**config.mk**
```make
export PLATFORM = sky130hd
export DESIGN_NAME = i2c_txn_sequencer
export DESIGN_NICKNAME = d
export VERILOG_FILES = /design/src/rtl/i2c_pkg.sv /design/src/rtl/i2c_sync_fifo.sv /design/src/rtl/i2c_txn_sequencer.sv
export SDC_FILE = /design/constraint.sdc
export NUM_CORES = 1
export LEC_CHECK = 0
export ABC_CLOCK_PERIOD_IN_PS = 6500
export BUFFER_PORTS_ARGS = -buffer_cell sky130_fd_sc_hd__buf_2
export CAP_MARGIN = 20
export CELL_PAD_IN_SITES_DETAIL_PLACEMENT = 1
export CELL_PAD_IN_SITES_GLOBAL_PLACEMENT = 2
export CORE_ASPECT_RATIO = 1.1
export CORE_UTILIZATION = 42
export DETAILED_ROUTE_END_ITERATION = 10
export GPL_ROUTABILITY_DRIVEN = 0
export PLACE_DENSITY_LB_ADDON = 0.1
export SLEW_MARGIN = 15
export SYNTH_ARGS = -nofsm -noshare
export SYNTH_HDL_FRONTEND = slang
export SYNTH_SLANG_ARGS = --single-unit
```
**constraint.sdc**
```tcl
create_clock -name clk_i -period 6.5 [get_ports clk_i]
set_input_delay 0.65 -clock clk_i [delete_from_list [all_inputs] [get_ports clk_i]]
set_output_delay 0.65 -clock clk_i [all_outputs]
set_load 0.02 [all_outputs]
```
**src/rtl/i2c_pkg.sv**
```systemverilog
// Shared definitions for the I2C byte engine and its transaction sequencer.
package i2c_pkg;

   typedef enum logic [1:0] {
      OP_START = 2'd0,
      OP_WRITE = 2'd1,
      OP_READ  = 2'd2,
      OP_STOP  = 2'd3
   } op_e;

   typedef enum logic [1:0] {
      ST_OK        = 2'd0,
      ST_ADDR_NACK = 2'd1,
      ST_DATA_NACK = 2'd2,
      ST_ARB_LOST  = 2'd3
   } status_e;

   typedef enum logic [3:0] {
      S_IDLE,
      S_START,
      S_WAIT_ADDR,
      S_WR,
      S_WAIT_WR,
      S_RD,
      S_WAIT_RD,
      S_STOP,
      S_WAIT_STOP,
      S_FINISH
   } seq_state_e;

endpackage

```
**src/rtl/i2c_sync_fifo.sv**
```systemverilog
// Single-clock FIFO; simultaneous push and pop are legal even when full.
module i2c_sync_fifo #(
   parameter int WIDTH = 8,
   parameter int DEPTH = 8
) (
   input  logic             clk_i,
   input  logic             rst_i,
   input  logic             srst_i,
   input  logic             push_i,
   input  logic [WIDTH-1:0] data_i,
   input  logic             pop_i,
   output logic [WIDTH-1:0] data_o,
   output logic             valid_o,
   output logic             full_o
);

   localparam int AW = $clog2(DEPTH);
   localparam logic [AW:0] FULL_CNT = (AW+1)'(DEPTH);

   logic [WIDTH-1:0] mem [DEPTH];
   logic [AW-1:0]    wr_ptr;
   logic [AW-1:0]    rd_ptr;
   logic [AW:0]      count;
   logic             do_push;
   logic             do_pop;

   assign do_pop  = pop_i && (count != '0);
   // A pop in the same cycle frees the slot the push needs.
   assign do_push = push_i && ((count != FULL_CNT) || do_pop);

   always_ff @(posedge clk_i) begin
      if (do_push) mem[wr_ptr] <= data_i;
   end

   always_ff @(posedge clk_i or posedge rst_i) begin
      if (rst_i) begin
         wr_ptr <= '0;
         rd_ptr <= '0;
         count  <= '0;
      end else if (srst_i) begin
         wr_ptr <= '0;
         rd_ptr <= '0;
         count  <= '0;
      end else begin
         if (do_push) wr_ptr <= wr_ptr + AW'(1);
         if (do_pop)  rd_ptr <= rd_ptr + AW'(1);
         case ({do_push, do_pop})
            2'b10:   count <= count + (AW+1)'(1);
            2'b01:   count <= count - (AW+1)'(1);
            default: count <= count;
         endcase
      end
   end

   assign valid_o = (count != '0);
   assign full_o  = (count == FULL_CNT);
   assign data_o  = valid_o ? mem[rd_ptr] : '0;

endmodule

```
**src/rtl/i2c_txn_sequencer.sv**
```systemverilog
// Splits one host I2C command into START/WRITE/READ/STOP engine operations,
// buffers read bytes and reports a per-command completion status.
module i2c_txn_sequencer
   import i2c_pkg::*;
#(
   parameter int LEN_W         = 8,
   parameter int RD_FIFO_DEPTH = 8
) (
   input  logic             clk_i,
   input  logic             rst_i,
   input  logic             srst_i,
   input  logic             cmd_valid_i,
   output logic             cmd_ready_o,
   input  logic [6:0]       cmd_addr_i,
   input  logic             cmd_rw_i,
   input  logic [LEN_W-1:0] cmd_len_i,
   input  logic [7:0]       wr_data_i,
   input  logic             wr_valid_i,
   output logic             wr_ready_o,
   output logic [7:0]       rd_data_o,
   output logic             rd_valid_o,
   input  logic             rd_ready_i,
   output logic             done_o,
   output logic [1:0]       status_o,
   output logic             busy_o,
   output logic             eng_req_valid_o,
   input  logic             eng_req_ready_i,
   output logic [1:0]       eng_req_op_o,
   output logic [7:0]       eng_req_data_o,
   output logic             eng_req_last_o,
   input  logic             eng_rsp_valid_i,
   input  logic [7:0]       eng_rsp_data_i,
   input  logic             eng_rsp_nack_i,
   input  logic             eng_rsp_arb_i
);

   seq_state_e       state, state_nxt;
   logic [6:0]       addr_q, addr_nxt;
   logic             rw_q, rw_nxt;
   logic [LEN_W-1:0] rem_q, rem_nxt;
   status_e          status_q, status_nxt;
   logic             fifo_push;
   logic             fifo_full;

   always_ff @(posedge clk_i or posedge rst_i) begin
      if (rst_i) begin
         state    <= S_IDLE;
         addr_q   <= '0;
         rw_q     <= 1'b0;
         rem_q    <= '0;
         status_q <= ST_OK;
      end else if (srst_i) begin
         state    <= S_IDLE;
         addr_q   <= '0;
         rw_q     <= 1'b0;
         rem_q    <= '0;
         status_q <= ST_OK;
      end else begin
         state    <= state_nxt;
         addr_q   <= addr_nxt;
         rw_q     <= rw_nxt;
         rem_q    <= rem_nxt;
         status_q <= status_nxt;
      end
   end

   // Request fields are decoded from the registered state, so they stay
   // stable until eng_req_ready_i; only one operation is ever outstanding.
   always_comb begin
      state_nxt       = state;
      addr_nxt        = addr_q;
      rw_nxt          = rw_q;
      rem_nxt         = rem_q;
      status_nxt      = status_q;
      cmd_ready_o     = 1'b0;
      wr_ready_o      = 1'b0;
      done_o          = 1'b0;
      status_o        = 2'b00;
      eng_req_valid_o = 1'b0;
      eng_req_op_o    = OP_START;
      eng_req_data_o  = '0;
      eng_req_last_o  = 1'b0;
      fifo_push       = 1'b0;
      case (state)
         S_IDLE: begin
            cmd_ready_o = 1'b1;
            if (cmd_valid_i) begin
               addr_nxt   = cmd_addr_i;
               rw_nxt     = cmd_rw_i;
               rem_nxt    = cmd_len_i;
               status_nxt = ST_OK;
               state_nxt  = S_START;
            end
         end
         S_START: begin
            eng_req_valid_o = 1'b1;
            eng_req_op_o    = OP_START;
            eng_req_data_o  = {addr_q, rw_q};
            if (eng_req_ready_i) state_nxt = S_WAIT_ADDR;
         end
         S_WAIT_ADDR: begin
            if (eng_rsp_valid_i) begin
               if (eng_rsp_arb_i) begin
                  status_nxt = ST_ARB_LOST;
                  state_nxt  = S_FINISH;
               end else if (eng_rsp_nack_i) begin
                  status_nxt = ST_ADDR_NACK;
                  state_nxt  = S_STOP;
               end else if (rem_q == '0) begin
                  state_nxt = S_STOP;
               end else begin
                  state_nxt = rw_q ? S_RD : S_WR;
               end
            end
         end
         S_WR: begin
            wr_ready_o      = eng_req_ready_i;
            eng_req_valid_o = wr_valid_i;
            eng_req_op_o    = OP_WRITE;
            eng_req_data_o  = wr_valid_i ? wr_data_i : 8'h00;
            if (wr_valid_i && eng_req_ready_i) begin
               if (rem_q != '0) rem_nxt = rem_q - LEN_W'(1);
               state_nxt = S_WAIT_WR;
            end
         end
         S_WAIT_WR: begin
            if (eng_rsp_valid_i) begin
               if (eng_rsp_arb_i) begin
                  status_nxt = ST_ARB_LOST;
                  state_nxt  = S_FINISH;
               end else if (eng_rsp_nack_i) begin
                  status_nxt = ST_DATA_NACK;
                  state_nxt  = S_STOP;
               end else if (rem_q == '0) begin
                  state_nxt = S_STOP;
               end else begin
                  state_nxt = S_WR;
               end
            end
         end
         S_RD: begin
            eng_req_valid_o = !fifo_full;
            eng_req_op_o    = OP_READ;
            eng_req_last_o  = (rem_q == LEN_W'(1));
            if (!fifo_full && eng_req_ready_i) begin
               if (rem_q != '0) rem_nxt = rem_q - LEN_W'(1);
               state_nxt = S_WAIT_RD;
            end
         end
         S_WAIT_RD: begin
            if (eng_rsp_valid_i) begin
               fifo_push = 1'b1;
               if (eng_rsp_arb_i) begin
                  status_nxt = ST_ARB_LOST;
                  state_nxt  = S_FINISH;
               end else if (rem_q == '0) begin
                  state_nxt = S_STOP;
               end else begin
                  state_nxt = S_RD;
               end
            end
         end
         S_STOP: begin
            eng_req_valid_o = 1'b1;
            eng_req_op_o    = OP_STOP;
            if (eng_req_ready_i) state_nxt = S_WAIT_STOP;
         end
         S_WAIT_STOP: begin
            if (eng_rsp_valid_i) begin
               if (eng_rsp_arb_i) status_nxt = ST_ARB_LOST;
               state_nxt = S_FINISH;
            end
         end
         S_FINISH: begin
            done_o    = 1'b1;
            status_o  = status_q;
            state_nxt = S_IDLE;
         end
         default: state_nxt = S_IDLE;
      endcase
   end

   assign busy_o = (state != S_IDLE);

   i2c_sync_fifo #(
      .WIDTH (8),
      .DEPTH (RD_FIFO_DEPTH)
   ) u_rd_fifo (
      .clk_i   (clk_i),
      .rst_i   (rst_i),
      .srst_i  (srst_i),
      .push_i  (fifo_push),
      .data_i  (eng_rsp_data_i),
      .pop_i   (rd_ready_i),
      .data_o  (rd_data_o),
      .valid_o (rd_valid_o),
      .full_o  (fifo_full)
   );

endmodule

```
# Yosys cells after proc, flatten, opt, wreduce, memory -nomap -nowiden
# Memories as Yosys holds them, arrays and structs flattened.
# Index checks and enable logic that the tools add are counted.
[classes] reduce_logical=24 n_eq_ne=27 n_mux=63 n_addsub=5
[op_table] operator="two-way mux 4 bit" n=14
[op_table] operator="two-way mux 8 bit" n=7
[op_table] operator="case mux 4 bit (9 select lines)" n=1
[op_table] operator="two-way mux 3 bit" n=9
[op_table] operator="!= test 3 bit (second input constant)" n=9
[op_table] operator="two-way mux 2 bit" n=12
[op_table] operator="case mux 8 bit (3 select lines)" n=1
[op_table] operator="two-way mux 7 bit" n=3
[op_table] operator="== test 4 x 3 -> 1 bit (second input constant)" n=4
[op_table] operator="case mux 8 bit (2 select lines)" n=1
[op_table] operator="== test 4 bit (second input constant)" n=3
[op_table] operator="!= test 4 bit (second input constant)" n=3
[op_table] operator="nonzero test 4 bit" n=3
[op_table] operator="two-way mux 1 bit" n=11
[op_table] operator="AND reduction 9 bit" n=1
[op_table] operator="== test 4 x 2 -> 1 bit (second input constant)" n=2
[op_table] operator="== test 8 x 1 -> 1 bit (second input constant)" n=1
[op_table] operator="zero test 8 bit" n=1
[op_table] operator="case mux 2 bit (4 select lines)" n=1
[op_table] operator="case mux 4 bit (2 select lines)" n=1
[op_table] operator="AND reduction 8 bit" n=1
[op_table] operator="nonzero test 2 bit" n=4
[op_table] operator="nonzero test 8 bit" n=1
[op_table] operator="subtractor 8 x 1 -> 8 bit (second input constant)" n=1
[op_table] operator="18 further kinds" n=24
[word_totals] ramBits=64 regBits=32 mem_count=1 elab_cells=128
[mem_list] memory="u_rd_fifo.mem" depth=8 width=8 read_ports=1 rd_ports_with_merged_regs=0 wr=1 line_no="i2c_sync_fifo.sv:20" rtl="logic [WIDTH-1:0] mem [DEPTH];"

# Logic depth before layout (Yosys ltp)
[depth] word_depth=7 ltp_mapped=9 depth_no_buf=8

# Cells and area by module
# From an unflattened synthesis, not the netlist that was laid out.
[hier_totals] hier_cells=406 area_unflattened_um2=5022.3
[by_module_without_submodules] module="i2c_sync_fifo" area_per_inst_um2=3173.0 seq_area_each_um2=2172.1 cells_per_inst=184 n_inst=1
[by_module_without_submodules] module="i2c_txn_sequencer" area_per_inst_um2=1849.3 seq_area_each_um2=550.5 cells_per_inst=222 n_inst=1

# Least setup slack after synthesis
# No wires, ideal clock.
[synth_path] path_type="register to output" start="register state[1]" end="output status_o[0]" path_buffers=3 stages_incl_launch_ff=6 required_time_ps=5850 t_arrival_ps=1833 slack_ps=4017 cell_sequence="dfrtp_1 > buf_6 > buf_2 > buf_1 > nor3b_1 > and2_1"
[synth_via] elab_chain_cells=2
[synth_lines] element="start: declaration" line_no="i2c_txn_sequencer.sv:37" rtl="seq_state_e state, state_nxt;"
[synth_lines] element="start signal: assignment" line_no="i2c_txn_sequencer.sv:59" rtl="state <= state_nxt;"
[synth_lines] element="== test 4 bit" line_no="i2c_txn_sequencer.sv:84" rtl="case (state)"
[synth_lines] element="two-way mux 2 bit" line_no="i2c_txn_sequencer.sv:84"
[synth_lines] element="end: declaration" line_no="i2c_txn_sequencer.sv:24" rtl="output logic [1:0] status_o,"
# Every way passes these cells.

# Worst setup path in the final report
[layout_path] start="register state[1]" end="output eng_req_data_o[3]"
[layout_via] elab_chain_cells=2 elab_cells_between_ends=3 classes_between="eq/ne: 2; mux: 1"
[layout_lines] element="== test 4 x 2 -> 1 bit or == test 4 x 1 -> 1 bit (tied branches)" line_no="i2c_txn_sequencer.sv:84"
[layout_lines] element="case mux 8 bit (2 select lines) *" line_no="i2c_txn_sequencer.sv:84"
[layout_lines] element="end: declaration" line_no="i2c_txn_sequencer.sv:29" rtl="output logic [7:0] eng_req_data_o,"
# Every way passes the cells marked *; elsewhere a longest branch is shown, timed or not.

==> impl_metrics.json <==
{
  "status": "completed",
  "design.portCount": 69,
  "num-fill-cells": 1222,
  "final_period_minus_worst_setup_slack_ns": 3.399,
  "synth-seq-area-share_pct": 54.04,
  "power_density_nw_per_um2": 326.9,
  "path_clk_slew_ns": 0.07,
  "grt_overflow": 0,
  "netlist-cell-type-count": 72,
  "global_route_wire_length_before_repair_um": 18180,
  "ctsHtreeMaxLevel": 3,
  "cts_tree": "built",
  "final_layout_size_suffix_gt1_share_pct": 28.60,
  "post-dp-hpwl_um": 7721,
  "total_of_flip_flops_plus_latches_after_synthesis": 96,
  "route.vias.total": 3391,
  "synth.cell_area_um2": 5039,
  "number_of_antenna_violations_at_the_first_check_in_global_routing": 0,
  "ir_drop_mv": 0.1592,
  "synth_async_sr_flop_share_pct": 33.33,
  "synth_top_area_share_pct": 38.14,
  "cts_sinks": 96,
  "final.setup_skew_ns": 0.01116,
  "max_slew.worst_pin.slew_ns": 0.9359,
  "grt_start_max_net_pins": 41,
  "postSynth.topFlopCell": "edfxtp_1",
  "library_cell_occupying_the_most_area_in_the_post_synthesis_netlist": "edfxtp_1",
  "die_span_x_um": 106.4,
  "holdCritPathClass": "primary input to asynchronous set/reset pin",
  "synth.top_cells.by_count": "64 x edfxtp_1, 44 x nor2_1, 32 x dfrtp_1, 21 x nand2_1, 19 x nand2b_1",
  "drt_iter0_markers": 153,
  "synthesis.instances": 401,
  "ant_nets": 0,
  "cts_setup_buffers": 0,
  "number_of_global_route_vias_before_repair": 3403,
  "critical-path-slowest-cell": "dfrtp_1",
  "setup_total_negative_slack_ns": 0,
  "antenna_cells": 0,
  "yosys.cell_count.top_type": "edfxtp_1",
  "final_routed_drc_violation_total": 0,
  "end_kind": "primary output",
  "crit_arrival_ns": 2.75,
  "die_footprint_um2": 12440,
  "root_buffer": "clkbuf_16",
  "drv_slew": 0,
  "setup_viol_count_final": 0,
  "timing.critical_path.required_ns": 5.85,
  "synth_enable_flop_cells": 64,
  "rsz0062_at_grt": "no",
  "layout_worst_path_cycle_share_pct": 52.29,
  "multi_input_area_um2": 2117,
  "wl_per_cell_um": 18.60,
  "clock_tree.buffer_depth": 2,
  "layout.area.seq_um2": 2723,
  "flow.area_growth_from_synthesis_pct": 13.98,
  "synthesis.area_per_instance_um2": 12.57,
  "crit_path_max_fanout": 30,
  "post_cts.resized_instances": 0,
  "power.leakage_uw": 0.002212,
  "grtUsageTotal_pct": 19.56,
  "drt-vias-per-instance": 5.514,
  "io_buffers": 68,
  "design.final.nets": 508,
  "dieHeight_um": 116.9,
  "post_cts_hold_buffer_count": 0,
  "core-area_um2": 11590,
  "detailedRoute.firstPassIterationCount": 4,
  "fin_util_pct": 49.54,
  "max-cap-violations": 0,
  "fmax_mhz": 294.2,
  "synth.net_count": 449,
  "tritoncts.num_buffers": 9,
  "synth.area.top_cells": "edfxtp_1 38%, dfrtp_1 16%, mux4_2 7.2%",
  "finalHoldViolations": 0,
  "setup.worst_path.start_class": "register",
  "yosysWarnings": 0,
  "initial_core_util_pct": 43.46,
  "clk-insertion-delay-late_ns": 0.34,
  "totalWireLength_um": 11440,
  "num_rows": 41,
  "critical_path.cell_chain": "or4bb_1, nor2_1, a22o_1, buf_2",
  "critical_path_class": "register to primary output",
  "maximum_single_stage_delay_on_the_critical_path_ns": 0.95,
  "slew_headroom_pct": 37.27
}
==> path summary, 6_finish.rpt <==
path                                       start                             to  slack [ns]  cells after the start
setup / recovery            state[1]$_DFFE_PP0P_              eng_req_data_o[3]        3.10                      4
hold / removal                             rst_i           rem_q[5]$_DFFE_PP0P_        0.41                      3
setup reg to reg            state[1]$_DFFE_PP0P_  u_rd_fifo.mem[6][3]$_DFFE_PP_        3.48                      4
hold reg to reg            addr_q[6]$_DFFE_PP0P_          addr_q[6]$_DFFE_PP0P_        0.49                      2
max in group asynchronous                  rst_i        status_q[1]$_DFFE_PP0P_        5.76                      3
min in group clk_i         addr_q[6]$_DFFE_PP0P_          addr_q[6]$_DFFE_PP0P_        0.49                      2
==> cells by family after synthesis <==
kind of cell    after synthesis  synth area share (%)
simple gates                138                 15.40
flops                        96                 54.04
compound gates               83                 12.89
buf+inv                      37                 4.222
mux                          33                 10.58
xor+xnor                      8                 1.391
fa+ha+maj                     6                 1.490
==> cell usage in the layout (no fill, tap or decap), types with 8 or more instances in the layout <==
cell,n
a211oi_1,8
mux4_2,16
nand2_1,21
o21ai_0,17
inv_1,11
buf_2,68
nor2_1,44
nand2b_1,19
a22o_1,9
nor3_1,9
edfxtp_1,64
a21oi_1,11
dfrtp_1,32
clkbuf_16,9
mux2i_1,15
==> power breakdown <==
part	total (uW)	switching, uW	leakage (uW)	internal (uW)
clock	528	229	0.000138	299
sequential	791	94.0	0.00101	697
combinational	558	321	0.00107	237
==> routing by layer <==
metal | wire length [um] | global-route usage (%) | up-vias
li1 | - | - | 1630
met1 | 5139 | 25.77 | 1679
met2 | 5757 | 32.86 | 70
met3 | 345 | 3.433 | 12
met4 | 198 | 7.032 | 0
met5 | 0 | 0 | -
==> flip-flops by register name, summed over array words and instances (netlist names), 2 cells and up <==
signal            flops
rem_q                 8
status_q              2
u_rd_fifo.wr_ptr      3
u_rd_fifo.mem        64
addr_q                7
u_rd_fifo.count       4
state                 4
u_rd_fifo.rd_ptr      3
==> worst max-delay path: cells and delay by family (launching register included) <==
| kind | cells | cell delay, ns |
|---|---|---|
| and+or+nand+nor | 2 | 1.07 |
| DFF | 1 | 0.95 |
| AOI/OAI and AO/OA | 1 | 0.21 |
| buffers and inverters | 1 | 0.16 |
==> area by class of cell <==
cell class                 instances  share of cell area [%]
tap                              150                   3.268
sequential                        96                   47.41
multi-input combinational        268                   36.86
clock inverter                     5                  0.9804
clock buffer                      11                   4.052
timing repair buffer              74                   6.710
inverter                          11                  0.7190
==> through the flow <==
| stage | setup slack, ns | instances | area (um2) | hold slack [ns] | power (uW) |
|---|---|---|---|---|---|
| final | 3.101 | 615 | 5743 | 0.4114 | 1877 |
| after CTS | 3.085 | 615 | 5739 | 0.4236 | 1900 |
| after global placement | 3.563 | 599 | 5450 | 0.4649 | 1355 |
| after floorplan | 4.017 | 401 | 5039 | 0.4502 | 1248 |
| after detailed placement | 3.469 | 599 | 5450 | 0.4767 | 1371 |
| after global routing | 2.912 | 615 | 5743 | 0.4673 | 1991 |
Power figures use the tool's default switching activity.
